**src/rtl/bf_io_spi_scheduler.sv**
```systemverilog
// Purpose: shares one SPI master between the interpreter's output port (cs_n[0]) and input polling (cs_n[1]), round-robin.
// Latency: output byte on the wire from the cycle after accept; input byte valid (4*WORD_SIZE+3)*CLK_DIV+1 cycles after grant.
// Backpressure: out_ready only in IDLE when output is granted; a captured input byte is held in DELIVER until in_ready.
//
// Ports: clk/rst (synchronous, active-high); out_data/out_valid/out_ready from the interpreter;
// in_data/in_valid/in_ready to the interpreter; spi_sck/spi_mosi/spi_miso/spi_cs_n to the board; busy = not IDLE.
// Optional feature macro: BF_POLL_BACKOFF_EN -- after an empty poll, input is not granted for POLL_GAP cycles.
module bf_io_spi_scheduler #(
    parameter int WORD_SIZE = 8,
    parameter int CLK_DIV   = 4,
    parameter int POLL_GAP  = 64
) (
    input  logic                 clk,
    input  logic                 rst,
    input  logic [WORD_SIZE-1:0] out_data,
    input  logic                 out_valid,
    output logic                 out_ready,
    output logic [WORD_SIZE-1:0] in_data,
    output logic                 in_valid,
    input  logic                 in_ready,
    output logic                 spi_sck,
    output logic                 spi_mosi,
    input  logic                 spi_miso,
    output logic [1:0]           spi_cs_n,
    output logic                 busy
);
    localparam int DIV_W = (CLK_DIV > 1) ? $clog2(CLK_DIV) : 1;
    localparam int BIT_W = $clog2(WORD_SIZE + 1);
    localparam int BO_W  = (POLL_GAP > 0) ? $clog2(POLL_GAP + 1) : 1;
    localparam logic [DIV_W-1:0] DIV_LAST = DIV_W'(CLK_DIV - 1);
    localparam logic [BIT_W-1:0] BIT_LAST = BIT_W'(WORD_SIZE - 1);

    typedef enum logic [2:0] {
        IDLE,
        SETUP,
        SHIFT_LO,
        SHIFT_HI,
        HOLD,
        GAP,
        DELIVER
    } state_t;

    state_t state, state_nxt;

    logic [DIV_W-1:0]     div_cnt;
    logic [BIT_W-1:0]     bit_cnt;
    logic [BO_W-1:0]      backoff;
    logic [WORD_SIZE-1:0] shreg;
    logic                 miso_q;
    logic                 sel_in;         // current transaction targets the input device
    logic                 byte_idx;       // 0 = first byte (status for input), 1 = second byte
    logic                 have_data;      // an input byte was captured and awaits delivery
    logic                 last_grant_in;

    logic                 div_end;
    logic                 bit_last;
    logic                 miso_bit;
    logic [WORD_SIZE-1:0] shreg_nxt;
    logic                 in_cand;
    logic                 grant_out;
    logic                 grant_in;
    logic [1:0]           cs_active;

    assign div_end  = (div_cnt == DIV_LAST);
    assign bit_last = (bit_cnt == BIT_LAST);

    // MISO is sampled in the first SHIFT_HI cycle; with CLK_DIV=1 that cycle is also the shift cycle.
    assign miso_bit  = (div_cnt == '0) ? spi_miso : miso_q;
    assign shreg_nxt = {shreg[WORD_SIZE-2:0], miso_bit};

    // Round-robin: on a tie, the side not granted last time wins.
    assign in_cand   = in_ready && (backoff == '0);
    assign grant_out = out_valid && (!in_cand || last_grant_in);
    assign grant_in  = in_cand && !grant_out;

    assign cs_active = sel_in ? 2'b01 : 2'b10;

    always_ff @(posedge clk) begin
        if (rst) begin
            state <= IDLE;
        end else begin
            state <= state_nxt;
        end
    end

    always_comb begin
        state_nxt = state;
        out_ready = 1'b0;
        in_valid  = 1'b0;
        spi_sck   = 1'b0;
        spi_mosi  = 1'b0;
        spi_cs_n  = 2'b11;
        busy      = (state != IDLE);
        case (state)
            IDLE: begin
                if (grant_out) begin
                    out_ready = !rst;
                    state_nxt = SETUP;
                end else if (grant_in) begin
                    state_nxt = SETUP;
                end
            end
            SETUP: begin
                spi_cs_n = cs_active;
                spi_mosi = !sel_in && shreg[WORD_SIZE-1];
                if (div_end) state_nxt = SHIFT_LO;
            end
            SHIFT_LO: begin
                spi_cs_n = cs_active;
                spi_mosi = !sel_in && shreg[WORD_SIZE-1];
                if (div_end) state_nxt = SHIFT_HI;
            end
            SHIFT_HI: begin
                spi_cs_n = cs_active;
                spi_sck  = 1'b1;
                spi_mosi = !sel_in && shreg[WORD_SIZE-1];
                if (div_end) begin
                    if (!bit_last) begin
                        state_nxt = SHIFT_LO;
                    end else if (sel_in && !byte_idx && (shreg_nxt != '0)) begin
                        // non-zero status: continue straight into the data byte, CS stays low
                        state_nxt = SHIFT_LO;
                    end else begin
                        state_nxt = HOLD;
                    end
                end
            end
            HOLD: begin
                spi_cs_n = cs_active;
                if (div_end) state_nxt = GAP;
            end
            GAP: begin
                if (div_end) state_nxt = have_data ? DELIVER : IDLE;
            end
            DELIVER: begin
                in_valid = 1'b1;
                if (in_ready) state_nxt = IDLE;
            end
            default: state_nxt = IDLE;
        endcase
    end

    always_ff @(posedge clk) begin
        if (rst) begin
            div_cnt       <= '0;
            bit_cnt       <= '0;
            shreg         <= '0;
            miso_q        <= 1'b0;
            sel_in        <= 1'b0;
            byte_idx      <= 1'b0;
            have_data     <= 1'b0;
            last_grant_in <= 1'b1;
            in_data       <= '0;
            backoff       <= '0;
        end else begin
            if (state inside {SETUP, SHIFT_LO, SHIFT_HI, HOLD, GAP}) begin
                div_cnt <= div_end ? '0 : div_cnt + 1'b1;
            end else begin
                div_cnt <= '0;
            end

            case (state)
                IDLE: begin
                    if (grant_out) begin
                        shreg         <= out_data;
                        sel_in        <= 1'b0;
                        last_grant_in <= 1'b0;
                        byte_idx      <= 1'b0;
                        bit_cnt       <= '0;
                        have_data     <= 1'b0;
                    end else if (grant_in) begin
                        shreg         <= '0;
                        sel_in        <= 1'b1;
                        last_grant_in <= 1'b1;
                        byte_idx      <= 1'b0;
                        bit_cnt       <= '0;
                        have_data     <= 1'b0;
                    end
                end
                SHIFT_HI: begin
                    if (div_cnt == '0) miso_q <= spi_miso;
                    if (div_end) begin
                        shreg <= shreg_nxt;
                        if (bit_last) begin
                            bit_cnt  <= '0;
                            byte_idx <= 1'b1;
                            if (sel_in && byte_idx) begin
                                in_data   <= shreg_nxt;
                                have_data <= 1'b1;
                            end
                        end else begin
                            bit_cnt <= bit_cnt + 1'b1;
                        end
                    end
                end
                DELIVER: begin
                    if (in_ready) have_data <= 1'b0;
                end
                default: ;
            endcase

`ifdef BF_POLL_BACKOFF_EN
            // Armed as the empty poll leaves GAP; the first IDLE cycle sees the full POLL_GAP.
            if (state == GAP && div_end && sel_in && !have_data) begin
                backoff <= BO_W'(POLL_GAP);
            end else if (backoff != '0) begin
                backoff <= backoff - 1'b1;
            end
`else
            backoff <= '0;
`endif
        end
    end

endmodule

```
**config.mk**
```make
export PLATFORM = sky130hd
export DESIGN_NAME = bf_io_spi_scheduler
export DESIGN_NICKNAME = d
export VERILOG_FILES = /design/src/rtl/bf_io_spi_scheduler.sv
export SDC_FILE = /design/constraint.sdc
export NUM_CORES = 1
export LEC_CHECK = 0
export CELL_PAD_IN_SITES_DETAIL_PLACEMENT = 0
export CELL_PAD_IN_SITES_GLOBAL_PLACEMENT = 1
export CORE_MARGIN = 10
export CORE_UTILIZATION = 38
export CTS_CLUSTER_DIAMETER = 40
export DETAILED_ROUTE_END_ITERATION = 6
export PLACE_DENSITY_LB_ADDON = 0.1
export RECOVER_POWER = 100
export REMOVE_ABC_BUFFERS = 1
export SLEW_MARGIN = 40
export SYNTH_ARGS = -nofsm -noshare
export SYNTH_HDL_FRONTEND = slang
export SYNTH_SLANG_ARGS = --single-unit
export TNS_END_PERCENT = 20
```
**constraint.sdc**
```tcl
create_clock -name clk -period 2 [get_ports clk]
set_input_delay 0.4 -clock clk [delete_from_list [all_inputs] [get_ports clk]]
set_output_delay 0.4 -clock clk [all_outputs]
set_load 0.005 [all_outputs]
```
==> results of run 1 <==
[per-stage QoR]
stage / instances / worst slack [ps] / power (W)
after global placement: 277 / -137 / 0.00192
after detailed placement: 277 / -173 / 0.00195
after global routing: 284 / -24.0 / 0.00261
after floorplan: 173 / -104 / 0.00138
after CTS: 284 / -45.4 / 0.00243
final: 284 / 53.7 / 0.00244
[layer usage]
metal	routed length (um)	GRT usage [%]	share of wire (%)
met5	0	0	0
met3	392	4.39	8.1
met2	2370	22.2	49
met1	2020	16.7	42
met4	52	5.18	1.1
[where the power goes]
part | total, W | internal, W | switching, W | leakage [nW]
logic | 0.00111 | 0.000550 | 0.000558 | 0.623
clock network | 0.000471 | 0.000233 | 0.000238 | 0.0438
registers | 0.000859 | 0.000718 | 0.000141 | 0.246
total | 0.00244 | 0.00150 | 0.000937 | 0.913
[synthesized netlist by cell type (all sizes together) (2+ instances only)]
| cell | n | share of area (%) |
|---|---|---|
| dfxtp | 30 | 39 |
| nor2 | 22 | 5.5 |
| a21oi | 15 | 4.8 |
| nand2 | 11 | 2.7 |
| mux2i | 9 | 5.8 |
| a211oi | 8 | 3.9 |
| a22oi | 8 | 3.9 |
| clkbuf | 8 | 1.9 |
| nor3 | 8 | 2.6 |
| inv | 7 | 1.7 |
| buf | 6 | 1.7 |
| nand3 | 5 | 1.6 |
| o21ai | 5 | 1.6 |
| o31ai | 5 | 2.7 |
| ha | 3 | 2.4 |
| nor3b | 3 | 1.8 |
| a211o | 2 | 1.1 |
| a221oi | 2 | 1.1 |
| a31oi | 2 | 0.81 |
| a32oi | 2 | 1.1 |
| nand2b | 2 | 0.81 |
| nand3b | 2 | 0.97 |
| nand4 | 2 | 0.81 |
| o31a | 2 | 1.1 |
| or4 | 2 | 0.97 |
| xnor2 | 2 | 1.1 |
[final cells by class]
cell class	instances	area, um^2	area share, %
Clock buffer	5	68.8	3.24
Clock inverter	2	10.0	0.471
Inverter	8	31.3	1.47
Multi-Input combinational cell	135	885	41.6
Sequential cell	30	609	28.6
Tap cell	50	62.6	2.94
Timing Repair Buffer	54	460	21.6
[kinds of logic after synthesis]
kind of cell             after synthesis
AO/OA/AOI/OAI                         56
XOR/XNOR                               2
adder cells (fa/ha/maj)                3
buffers and inverters                 22
flip-flops                            30
multiplexers                           9
AND/OR/NAND/NOR                       65
[how the worst max path moves through the flow]
| stage | end | slack (ps) | depth (start not counted) |
|---|---|---|---|
| 2_1_floorplan | in_data[0] | -100 | 5 |
| 3_3_place_gp | out_ready | -140 | 4 |
| 3_5_place_dp | out_ready | -170 | 4 |
| 4_1_cts | spi_cs_n[0] | -50 | 5 |
| 5_1_grt | busy | -20 | 4 |
| 6_report | shreg[5] | 50 | 7 |
[repair_timing]
item / 4_1_cts / 5_1_grt
setup endpoints to repair: 8 / 5
gates cloned: 0 / 0
setup buffers: 0 / 0
gates resized for setup: 10 / 8
[flip-flops by register name (all words and copies together) (netlist names)]
signal,flops
byte_idx,1
in_data,8
bit_cnt,4
have_data,1
shreg,8
state,3
last_grant_in,1
div_cnt,2
miso_q,1
sel_in,1
[worst max-delay path, stage by stage]
cell,delay (ps)
clkdlybuf4s50_1,550
nor2_2,80
clkbuf_1,140
o31ai_2,180
clkbuf_1,430
a21oi_1,140
a211oi_1,240
==> results.cfg, run 1 <==
[outcome]
status = finished, final reports clean

[placement]
port_buffers = 27
place_area_um2 = 2030
place_congestion = 0.879
hpwl_um = 3560

[sta]
slew_violations = 0
finalCritPeriodShare_pct = 97.3
fmax_mhz = 514
worst_pin_slew_ps = 503
finalSetupTns_ps = 0
max_slew_margin_pct = 66.5
grt_setup_unrepaired = true
period_minus_slack_ps = 1950
fin_skew_ps = 8.34
finalHoldViolations = 0
fin_hold_ws_ps = 456
setup-violations-final = 0

[layout]
diodes = 0
layout-drive-gt1-share_pct = 17.9
final_common_cell = dfxtp_1
layout_common_cells = 27 x dfxtp_1, 22 x buf_4, 20 x nor2_1, 15 x a21oi_1, 12 x clkdlybuf4s50_1
final_cell_area_um2 = 2130
post-route-util_pct = 53.6
area_delta_synth_final_pct = 37.0
fillers = 384
final_nets = 250

[cts]
htree_num_levels = 2
cts-buffers-inserted = 5
clockRootBuffer = clkbuf_8
cts_tree = built
clock_path_buffers = 2
clock_sinks = 30
postCtsHoldBufs = 0
clk_latency_ps = 290
cts.clk_slew.worst_paths_ps = 70

[route]
drt_iter0_drc = 135
drc = 0
dr.pass1.iters = 4
vias = 1594
avgViaCountPerCell = 5.61
wire_per_inst_um = 17.0
drtAntennaViolNets = 0
wl_um = 4840

[global_route]
grt_pass1_wl_um = 8050
grt.overflow.total = 0
grt_pass1_vias = 1615
grt_start_max_net_pins = 27
antenna_found_initial = 0
track_usage_pct = 13.9

[yosys]
synth_compound_area_share_pct = 25.1
synth-edff-count = 0
yosysSeqAreaShare_pct = 38.7
synthXorXnorAreaFrac_pct = 1.13
yosysUniqueCellTypes = 44
synthArstFlopShare_pct = 0
synth_top_family_by_area = compound AO/OA/AOI/OAI gates
synthMuxAreaShare_pct = 5.80
synthSimpleGateAreaFrac_pct = 21.4
syn_avg_cell_area_um2 = 8.30
synthesis.instances = 187
synth-main-ff-cell = dfxtp_1
synthAdderAreaFrac_pct = 2.42
syn-cell-area_um2 = 1550
yosys_warnings = 0
ys_seq_elements = 30

[worst_setup_path]
rrSetupSlack_ps = 130
worst_r2r_startpoint = div_cnt[0]
critPathLaunchType = input pin
worstReg2RegEnd = state[2]
critPathKind = in -> reg
required_ps = 2200
rr_worst_depth = 6
setup.worst_path.start = in_ready
cp_max_fo = 10
worst-endpoint-arrival_ps = 2150
cp-end-kind = flip-flop

[die]
initial_utilization_pct = 39.1
core_area_um2 = 3970
die_area_um2 = 7040
die_h_um = 83.9
die-width_um = 83.9
io_pins = 28
row_count = 23

[min_path]
hold_class = reg -> reg
min_to = in_data[0]
hold_path_depth = 2
hp-start = in_data[0]

[pwr]
vdd_drop_max_v = 0.000432
cellLeakagePower_nw = 0.913
pwr_density_cell_nw_per_um2 = 1150

[flow_run]
cap_viol_max_count = 0
Note: power is estimated with default switching activity, not from simulation.
==> inputs of run 2 (changes only) <==
--- a/config.mk
+++ b/config.mk
@@ -5,11 +5,11 @@
 export SDC_FILE = /design/constraint.sdc
 export NUM_CORES = 1
 export LEC_CHECK = 0
+export ABC_AREA = 1
 export CELL_PAD_IN_SITES_DETAIL_PLACEMENT = 0
 export CELL_PAD_IN_SITES_GLOBAL_PLACEMENT = 1
 export CORE_MARGIN = 10
-export CORE_UTILIZATION = 38
-export CTS_CLUSTER_DIAMETER = 40
+export CORE_UTILIZATION = 37
 export DETAILED_ROUTE_END_ITERATION = 6
 export PLACE_DENSITY_LB_ADDON = 0.1
 export RECOVER_POWER = 100
==> run 2 against run 1 <==
Effect of this change: cell area down 6.2%; final cell count up 8.8%; global-route usage down 2.5 points; setup slack improved by 6.5 ps; critical path type is now reg -> out; die area up 1.9%; worst hold slack worse by 7.1 ps; via count down 8.1%; register-to-register slack better by 100 ps.
==> results.cfg, run 2 <==
[yosys]
syn_avg_cell_area_um2 = 7.11
ys_seq_elements = 30
yosysSeqAreaShare_pct = 38.8
yosys.area.top_type = dfxtp_1
synth-main-ff-cell = dfxtp_1
syn-cell-area_um2 = 1550
synth-edff-count = 0
synthTopCellsByCount = 50 x nand2_1, 32 x inv_1, 30 x dfxtp_1, 26 x a21oi_1, 20 x nor2_1
synth.area.top_cells = dfxtp_1 39%, nand2_1 12%, a21oi_1 8.4%
yosys_warnings = 0
yosysUniqueCellTypes = 26
synth_top_area_share_pct = 38.8
synthesis.instances = 218
synth.most_common_cell = nand2_1
synthArstFlopShare_pct = 0

[route]
wl_um = 3850
drt_iter0_drc = 88
vias = 1465
wire_per_inst_um = 12.5
drtAntennaViolNets = 0
drc = 0
avgViaCountPerCell = 4.74
dr.pass1.iters = 4

[min_path]
hold_path_depth = 1
hp-start = div_cnt[0]
min_to = div_cnt[0]
hold_class = reg -> reg

[pwr]
cellLeakagePower_nw = 0.896
vdd_drop_max_v = 0.000549
total_power_w = 0.00221
pwr_density_cell_nw_per_um2 = 1110

[global_route]
antenna_found_initial = 0
grt.overflow.total = 0
grt_pass1_wl_um = 6700
track_usage_pct = 11.3
grt_start_max_net_pins = 18
grt_pass1_vias = 1449

[outcome]
status = finished, final reports clean

[die]
die_area_um2 = 7170
core_area_um2 = 4030
initial_utilization_pct = 38.4
io_pins = 28
die-width_um = 84.7
row_count = 23
die_h_um = 84.7

[worst_setup_path]
slowest_delay_ps = 510
critPathBufInv = 3
critPathLaunchType = flip-flop
worst_r2r_startpoint = bit_cnt[0]
rrSetupSlack_ps = 230
critPathKind = reg -> out
worst-endpoint-arrival_ps = 1540
worstReg2RegEnd = in_data[2]
slowest_stage = clkdlybuf4s50_1
cp_max_fo = 8
critical-path-top-delay-family = buffers and inverters
cp-end-kind = primary output
rr_worst_depth = 9
worstPathCellList = inv_2 -> nand3_4 -> inv_1 -> clkdlybuf4s50_1
required_ps = 1600

[placement]
place_area_um2 = 1920
place_congestion = 0.767
hpwl_um = 2920
port_buffers = 27
pre_cts_ws_ps = -100

[layout]
final_cell_area_um2 = 1990
final_common_cell = nand2_1
final_nets = 274
post-route-util_pct = 49.5
fillers = 456
area_delta_synth_final_pct = 28.8
layout_common_cells = 51 x nand2_1, 31 x inv_1, 28 x dfxtp_1, 26 x a21oi_1, 19 x nor2_1
layout-drive-gt1-share_pct = 12.4
diodes = 0
reg_top3 = in_data (8), shreg (8), bit_cnt (4)

[cts]
clock_sinks = 30
cts_tree = built
clk_latency_ps = 280
htree_num_levels = 2
clockRootBuffer = clkbuf_8
cts.clk_slew.worst_paths_ps = 60
post-cts-setup-buffers = 0
clock_path_buffers = 2
cts-buffers-inserted = 5

[sta]
slew_violations = 0
max_slew_margin_pct = 59.4
grt_setup_unrepaired = true
period_minus_slack_ps = 1940
fmax_mhz = 516
setup-violations-final = 0
fin_hold_ws_ps = 449
fin_skew_ps = 9.95
worst_pin_slew_ps = 609
finalHoldViolations = 0
fin_ws_ps = 60.2
finalCritPeriodShare_pct = 97.0

[flow_run]
cap_viol_max_count = 0
run 2: cell types whose count changed in the layout (fill, tap and decap cells not counted), sizes merged, moves of 7 or more:
cell,change
nor3,-7
nand3,+10
mux2i,-9
a211oi,-7
nand2,+42
a21oi,+11
inv,+26
o21ai,+15
buf,-15
run 2: power by group:
group          total (W)  switching (W)  internal [W]  leakage [nW]
Sequential      0.000785      0.0000836      0.000702         0.245
Clock           0.000507       0.000229      0.000277        0.0482
Combinational   0.000915       0.000535      0.000380         0.602
Total            0.00221       0.000848       0.00136         0.896
run 2: layout make-up:
type / count / area (um^2) / share of cell area (%)
clock buffers: 7 / 86.3 / 4.33
clock inverters: 1 / 5.00 / 0.251
inverters: 33 / 124 / 6.21
multi-input cells: 149 / 761 / 38.1
flip-flops and latches: 30 / 606 / 30.4
well taps: 50 / 62.6 / 3.14
repair buffers: 39 / 350 / 17.6
run 2: routing by layer:
layer	track usage (%)	vias up	routed length [um]
met5	0	-	0
met4	4.19	0	44
met3	4.83	4	253
met2	18.0	38	1810
met1	13.2	642	1740
li1	-	781	-
run 2: worst register-to-register path, delay by kind of cell (launching register included):
kind	cells	cell delay [ps]
compound gates	2	300
simple gates	5	800
fa+ha+maj	1	180
buf+inv	1	60
flops	1	350
run 2: how the worst max path moves through the flow:
stage	slack, ps	startpoint	to	cells after the start
2_1_floorplan	420	div_cnt[0]	bit_cnt[1]	6
3_3_place_gp	-80	in_ready	out_ready	5
5_1_grt	-40	state[2]	spi_sck	4
6_report	60	state[2]	spi_sck	4
3_5_place_dp	-100	in_ready	out_ready	5
4_1_cts	0.2	state[0]	spi_cs_n[1]	7
run 2: logic make-up after synthesis:
family / synth area share, %
AO/OA/AOI/OAI: 19.6
buffers and inverters: 11.2
adder cells (fa/ha/maj): 2.42
flip-flops: 38.8
AND/OR/NAND/NOR: 27.9
run 2: through the flow:
step	TNS (ps)	std cells
floorplan	0	212
global placement	-77.0	301
detailed placement	-100	301
CTS	0	309
global route	-88.5	309
finish	0	309
run 2: what timing repair did:
item                                    4_1_cts  5_1_grt
hold buffers                                  0        0
gates resized for setup                       3        4
endpoints found under the setup margin        6        5
pin swaps                                     0        1
==> inputs of run 3 (changes only) <==
--- a/config.mk
+++ b/config.mk
@@ -11,7 +11,8 @@
 export CORE_MARGIN = 10
 export CORE_UTILIZATION = 37
 export DETAILED_ROUTE_END_ITERATION = 6
-export PLACE_DENSITY_LB_ADDON = 0.1
+export GPL_ROUTABILITY_DRIVEN = 0
+export PLACE_DENSITY = 0.9
 export RECOVER_POWER = 100
 export REMOVE_ABC_BUFFERS = 1
 export SLEW_MARGIN = 40
==> run 3 against run 2 <==
Effect of this change: final cell count is 0.32% higher; sequential power is 3.4% lower; total power is 1.5% higher; register-to-register slack better by 120 ps; worst hold slack worse by 4.7 ps; critical endpoint is now spi_cs_n[1]; largest power group unchanged; highest routed layer unchanged.
==> results.cfg, run 3 (synthesized netlist as in run 2, its figures left out) <==
[outcome]
status = finished, final reports clean

[flow_run]
cap_viol_max_count = 0

[die]
die-width_um = 84.7
die_area_um2 = 7170
row_count = 23
die_h_um = 84.7
initial_utilization_pct = 38.4
core_area_um2 = 4030
io_pins = 28

[sta]
fin_ws_ps = 58.1
slew_violations = 0
max_slew_margin_pct = 63.7
period_minus_slack_ps = 1940
fin_skew_ps = 7.22
worst_pin_slew_ps = 545
setup-violations-final = 0
finalCritPeriodShare_pct = 97.1
finalSetupTns_ps = 0
grt_setup_unrepaired = true
fin_hold_ws_ps = 444
fmax_mhz = 515
finalHoldViolations = 0

[placement]
port_buffers = 27
hpwl_um = 2900
pre_cts_ws_ps = -112

[route]
wl_um = 3890
vias = 1480
avgViaCountPerCell = 4.77
wire_per_inst_um = 12.5
dr.pass1.iters = 4
drc = 0
drt_iter0_drc = 127
drtAntennaViolNets = 0

[pwr]
p_int_w = 0.00136
power_switching_w = 0.000876
pwr-share-comb_pct = 42.9
vdd_drop_max_v = 0.000451
total_power_w = 0.00224
cellLeakagePower_nw = 0.901
clockPowerShare_pct = 23.3
switching_share_pct = 39.1
seqPwrFrac_pct = 33.9
pwr_density_cell_nw_per_um2 = 1130

[cts]
clk_latency_ps = 290
clock_path_buffers = 2
postCtsHoldBufs = 0
cts-buffers-inserted = 5
cts.clk_slew.worst_paths_ps = 70
htree_num_levels = 2
clock_sinks = 30
clockRootBuffer = clkbuf_8
cts_tree = built

[layout]
post-route-util_pct = 49.4
layout_common_cells = 51 x nand2_1, 32 x inv_1, 29 x dfxtp_1, 26 x a21oi_1, 21 x nor2_1
reg_top3 = in_data (8), shreg (8), bit_cnt (4)
diodes = 0
final_nets = 275
area_delta_synth_final_pct = 28.5
final_common_cell = nand2_1
layout-drive-gt1-share_pct = 11.9
fillers = 446

[worst_setup_path]
critPathLaunchType = flip-flop
critPathKind = reg -> out
required_ps = 1600
setup.worst_path.start = state[1]
cp_max_fo = 4
worst-endpoint-arrival_ps = 1540
cp-end-kind = primary output
worst_r2r_startpoint = bit_cnt[1]

[global_route]
grt_start_max_net_pins = 19
antenna_found_initial = 0
track_usage_pct = 11.2
grt.overflow.total = 0
grt_pass1_vias = 1432
grt_pass1_wl_um = 6700

[min_path]
hp-start = div_cnt[0]
hold_class = reg -> reg
[run 3: layout make-up]
cell class                      instances  area, um^2  share of cell area, %
Clock inverter                          2        12.5                  0.629
Clock buffer                            6        82.6                   4.15
Tap cell                               50        62.6                   3.14
Sequential cell                        30         602                   30.2
Multi-Input combinational cell        149         756                   38.0
Timing Repair Buffer                   40         352                   17.7
Inverter                               33         124                   6.22
[run 3: worst max-delay path: stages, from the launching register on]
cell and delay, ps:
dfxtp_1 320, inv_1 110, nand2_2 90, nor2_1 130, inv_1 50, nand2_1 70
nand2_1 50, clkdlybuf4s50_1 440
[run 3: final timing paths]
check / endpoint / slack [ps] / cells past startpoint
worst max-delay path: spi_cs_n[1] / 60 / 7
worst min-delay path: div_cnt[0] / 440 / 1
worst max register to register: in_data[1] / 350 / 9
worst min register to register: div_cnt[0] / 440 / 1
[run 3: stage by stage]
step	std cells	cell area, um^2
after floorplan	212	1500
after global placement	302	1930
after detailed placement	302	1930
after CTS	310	2020
after global routing	310	1990
final	310	1990
[run 3: per-layer routing]
layer	GRT usage, %	vias to the layer above	wire length (um)
met3	2.90	8	157
met2	18.4	21	1840
met4	5.39	0	74
met5	0	-	0
met1	13.1	670	1820
li1	-	781	-
[run 3: power groups by stage]
stage | clock, W | sequential [W] | combinational, W
floorplan | 0 | 0.000777 | 0.000568
global placement | 0 | 0.000770 | 0.000988
detailed placement | 0 | 0.000769 | 0.000997
CTS | 0.000527 | 0.000757 | 0.00100
global route | 0.000554 | 0.000773 | 0.00110
finish | 0.000522 | 0.000758 | 0.000960
[run 3: repair_timing]
| item | in CTS | in global routing |
|---|---|---|
| gates resized for setup | 2 | 1 |
| buffers inserted | 0 | 0 |
| setup endpoints to repair | 3 | 4 |
